File: config.mk
export PLATFORM = sky130hd
export DESIGN_NAME = input_buffer
export DESIGN_NICKNAME = d
export VERILOG_FILES = /design/src/rtl/input_buffer.sv
export SDC_FILE = /design/constraint.sdc
export NUM_CORES = 1
export LEC_CHECK = 0
export ABC_AREA = 1
export CAP_MARGIN = 25
export CORE_ASPECT_RATIO = 1.25
export CORE_MARGIN = 2
export CORE_UTILIZATION = 50
export DETAILED_ROUTE_END_ITERATION = 8
export PLACE_DENSITY = 0.73
export SLEW_MARGIN = 30
export SYNTH_ARGS = -nofsm -noshare
export SYNTH_HDL_FRONTEND = slang
export SYNTH_SLANG_ARGS = --single-unit
File: constraint.sdc
create_clock -name clk -period 5.21 [get_ports clk]
set_input_delay 0.7815 -clock clk [delete_from_list [all_inputs] [get_ports clk]]
set_output_delay 0.7815 -clock clk [all_outputs]
set_load 0.03 [all_outputs]
File: src/rtl/input_buffer.sv
// input_buffer: per-port packet FIFO ahead of the router controller.
// First-word fall-through head, registered full/almost-full, sticky errors.
module input_buffer #(
  parameter int PKT_W    = 32,
  parameter int DEPTH    = 4,
  parameter int ADDR_LSB = 24,
  parameter int AF_LVL   = 3
) (
  input  logic                       clk,
  input  logic                       rst,
  input  logic                       push_i,
  input  logic [PKT_W-1:0]           data_i,
  input  logic                       pop_i,
  output logic [PKT_W-1:0]           data_o,
  output logic                       packet_valid_o,
  output logic [7:0]                 packet_addr_o,
  output logic                       full_o,
  output logic                       almost_full_o,
  output logic [$clog2(DEPTH):0]     count_o,
  output logic [1:0]                 err_o
);

  localparam int AW = $clog2(DEPTH);
  localparam int CW = AW + 1;

  localparam logic [AW-1:0] P_ONE  = AW'(1);
  localparam logic [CW-1:0] C_ONE  = CW'(1);
  localparam logic [CW-1:0] C_ZERO = '0;
  localparam logic [CW-1:0] C_FULL = CW'(DEPTH);
  localparam logic [CW-1:0] C_AF   = CW'(AF_LVL);

  logic [PKT_W-1:0] mem [DEPTH];

  logic [AW-1:0] wr_ptr;
  logic [AW-1:0] rd_ptr;
  logic [CW-1:0] count_q;
  logic [CW-1:0] count_next;
  logic          full_q;
  logic          af_q;
  logic [1:0]    err_q;

  logic          pop_acc;
  logic          push_acc;

  assign pop_acc  = pop_i && (count_q != C_ZERO);
  assign push_acc = push_i && ((count_q != C_FULL) || pop_acc);

  // Occupancy after this cycle's accepted push/pop.
  always_comb begin
    count_next = count_q;
    unique case (1'b1)
      push_acc && !pop_acc: count_next = count_q + C_ONE;
      pop_acc && !push_acc: count_next = count_q - C_ONE;
      default:              count_next = count_q;
    endcase
  end

  // Packet storage; not reset, contents are ignored while empty.
  always_ff @(posedge clk) begin
    if (push_acc) begin
      mem[wr_ptr] <= data_i;
    end
  end

  // Pointers, occupancy, registered flags and sticky error bits.
  always_ff @(posedge clk or negedge rst) begin
    if (!rst) begin
      wr_ptr  <= '0;
      rd_ptr  <= '0;
      count_q <= '0;
      full_q  <= 1'b0;
      af_q    <= 1'b0;
      err_q   <= 2'b00;
    end else begin
      if (push_acc) begin
        wr_ptr <= wr_ptr + P_ONE;
      end
      if (pop_acc) begin
        rd_ptr <= rd_ptr + P_ONE;
      end
      count_q <= count_next;
      full_q  <= (count_next == C_FULL);
      af_q    <= (count_next >= C_AF);
      if (push_i && !push_acc) begin
        err_q[1] <= 1'b1;
      end
      if (pop_i && (count_q == C_ZERO)) begin
        err_q[0] <= 1'b1;
      end
    end
  end

  assign data_o         = mem[rd_ptr];
  assign packet_addr_o  = data_o[ADDR_LSB +: 8];
  assign packet_valid_o = (count_q != C_ZERO);
  assign full_o         = full_q;
  assign almost_full_o  = af_q;
  assign count_o        = count_q;
  assign err_o          = err_q;

endmodule

==> impl_metrics.csv <==
group,metric,value,unit
outcome,status,"complete, no violations",
logic_synthesis,synth_cell_types,26,
min_path,min_from,"err_o[1]$_DFFE_PN0P_",
floorplan,ios,84,
critical_path,worstReg2RegStart,"count_o[2]$_DFF_PN0_",
min_path,hold_end,"err_o[1]$_DFFE_PN0P_",
layout,area_delta_synth_final,28.9,%
grt,gr-max-usage-layer,"met2",
critical_path,setup.worst_path.end_class,"primary output",
clocking,ctsHtreeMaxLevel,4,
critical_path,cpMaxStageDelayCell,"clkinv_1",
clocking,cts_resized,0,
timing,final-max-slew-violation-count,0,
timing,period_minus_slack,3.37,ns
timing,worst_clock_skew,0.00607,ns
route,vias_per_cell,5.50,
placement,portBuffers,83,
logic_synthesis,synthesis.area,5430,um^2
critical_path,crit_path_start_kind,"flip-flop",
logic_synthesis,ys_async_sr_fraction,0.0791,
layout,drive_gt1_frac,0.109,
layout,mostFrequentLayoutCell,"edfxtp_1",
floorplan,num_rows,42,
route,antenna_left,0,
route,drc_errors,0,
timing,finalCritPeriodShare,0.647,
timing,max-slew-margin-rel,0.370,
critical_path,cp.arrival,2.59,ns
route,drt-wirelength-per-cell,17.1,um
placement,hpwl,6.20,mm
critical_path,regToRegSetupSlack,3.25,ns
layout,antenna_cells,0,
critical_path,r2r_end,"mem[2][18]$_DFFE_PP_",
timing,hold_viol,0,
timing,max_freq,297,MHz
floorplan,dieHeight,121,um
critical_path,worstPathMaxFanout,32,
min_path,min_delay_path_depth,1,
layout,final_nets,514,
route,vias,3397,
clocking,clk_latency,0.40,ns
logic_synthesis,syn_avg_cell_area,13.9,um^2
timing,rsz0062_at_grt,"false",
critical_path,crit_required,4.43,ns
flow_run,maxCapViolCount,0,
grt,grt_start_max_net_pins,66,
placement,place_ws,2.13,ns
logic_synthesis,ys_ff_latch,139,
timing,setup_viol,0,
floorplan,die_w,97.2,um
pwr,peakVddDrop,0.353,mV
clocking,cts_sinks,139,
logic_synthesis,yosys.area.top_type,"edfxtp_1",
layout,final_cell_mix,"128 x edfxtp_1, 83 x clkdlybuf4s50_1, 67 x nor2_1",
logic_synthesis,yosysWarnings,0,
critical_path,rr_worst_depth,6,
clocking,cts-root-buf,"clkbuf_16",
timing,tightest_slew,0.940,ns
logic_synthesis,synth-main-ff-cell,"edfxtp_1",
grt,groute.layer.met2.usage,0.320,
grt,grt_pass1_wl,16.9,mm
route,drtIter0Drc,198,
clocking,cts_setup_buffers,0,
floorplan,start_util,0.514,
grt,overflow,0,
layout,final_util,0.663,
min_path,hold_class,"flip-flop to flip-flop",
grt,grt_use_met1,0.223,
placement,gp_congestion,0.728,
grt,antenna_found_initial,0,
clocking,clkTransAtPathRegs,0.05,ns
logic_synthesis,syn_nets,432,
timing,setup_slack,1.84,ns
critical_path,cp_top_family,"buffers and inverters",
critical_path,critical_path_class,"flip-flop to primary output",
critical_path,cp_cell_sequence,"clkinv_1 -> o21ai_0 -> o22ai_1 -> clkdlybuf4s50_1",
floorplan,core-area,10600,um^2
clocking,tritoncts,"built",
logic_synthesis,yosysSeqAreaShare,0.759,
route,drtPass1Iterations,4,
logic_synthesis,syn_inst,391,
logic_synthesis,synth-edff-count,128,
logic_synthesis,synth.area.top_cells,"edfxtp_1 71%, o21ai_0 5.4%, dfrtp_1 5.1%",
route,wirelength,10.6,mm
clocking,cts-hold-fix-buffers,0,
layout,fillers,767,
timing,finalSetupTns,0,ns
pwr,power.density,679,nW/um^2
pwr,leakage,0.00243,uW
floorplan,dieArea,11700,um^2
clocking,clockBufferDepth,2,
grt,use_met3,0.0717,
clocking,cts-buffers-inserted,17,
critical_path,cpPeakStageDelay,0.73,ns
grt,grt_usage,0.191,
grt,grt_pass1_vias,3491,
logic_synthesis,synth_top_area_share,0.708,
critical_path,crit_buf_inv,2,
==> through the flow <==
stage / area [um^2] / power, uW / hold WS (ns) / cells
6_report: 7000 / 4760 / 0.472 / 618
3_3_place_gp: 6330 / 3590 / 0.461 / 580
2_1_floorplan: 5430 / 2900 / 0.486 / 391
3_5_place_dp: 6460 / 3690 / 0.454 / 586
4_1_cts: 7000 / 4790 / 0.476 / 618
5_1_grt: 7000 / 4990 / 0.507 / 618
==> final cells by class <==
type,instances,area [um^2],area share
multi-input combinational,211,1150,0.164
sequential,139,4120,0.589
clock inverter,11,103,0.0147
timing repair buffer,91,973,0.139
clock buffer,21,440,0.0629
tap,132,165,0.0236
inverter,13,50.0,0.00715
==> synth_stat cells, types with 4 or more instances <==
master / number
o22ai_1: 32
edfxtp_1: 128
nor2_1: 71
o21ai_1: 5
nand2_2: 4
nand2_4: 4
o21ai_0: 59
buf_2: 7
ha_1: 4
nand3_1: 11
buf_4: 8
inv_1: 12
dfrtp_1: 11
clkbuf_1: 12
nand2_1: 8
==> where the power goes <==
part | internal, uW | switching [uW]
clock | 692 | 398
combinational | 770 | 1350
sequential | 1470 | 67.7
total | 2940 | 1820
==> routing by layer <==
metal,part of all wire,up-vias
met2,0.51,119
met3,0.066,17
met5,0,-
met1,0.40,1667
li1,-,1594
met4,0.017,0
==> sequential cells by signal, summed over array words and instances, names as in the netlist <==
signal and count:
mem 128, rd_ptr 2, almost_full_o 1, err_o 2, count_o 3, wr_ptr 2, full_o 1
==> worst max-delay path by stage <==
stage	to	depth (start not counted)	slack, ns	startpoint
3_5_place_dp	data_o[25]	4	2.13	rd_ptr[0]$_DFFE_PN0N_
4_1_cts	data_o[14]	4	1.68	rd_ptr[0]$_DFFE_PN0N_
6_report	data_o[14]	4	1.84	rd_ptr[1]$_DFFE_PN0N_
2_1_floorplan	mem[0][0]$_DFFE_PP_	4	2.44	pop_i
3_3_place_gp	mem[0][25]$_DFFE_PP_	5	2.14	pop_i
5_1_grt	packet_addr_o[5]	4	1.57	rd_ptr[0]$_DFFE_PN0N_
==> logic make-up after synthesis <==
| kind of cell | after synthesis | synth area share |
|---|---|---|
| xor gates and xnor gates | 2 | 0.00323 |
| buffers and inverters | 41 | 0.0355 |
| DFF | 139 | 0.759 |
| AOI/OAI and AO/OA | 100 | 0.101 |
| adders and majority gates | 5 | 0.0129 |
| and+or+nand+nor | 104 | 0.0889 |
Note: power is estimated with default switching activity, not from simulation.
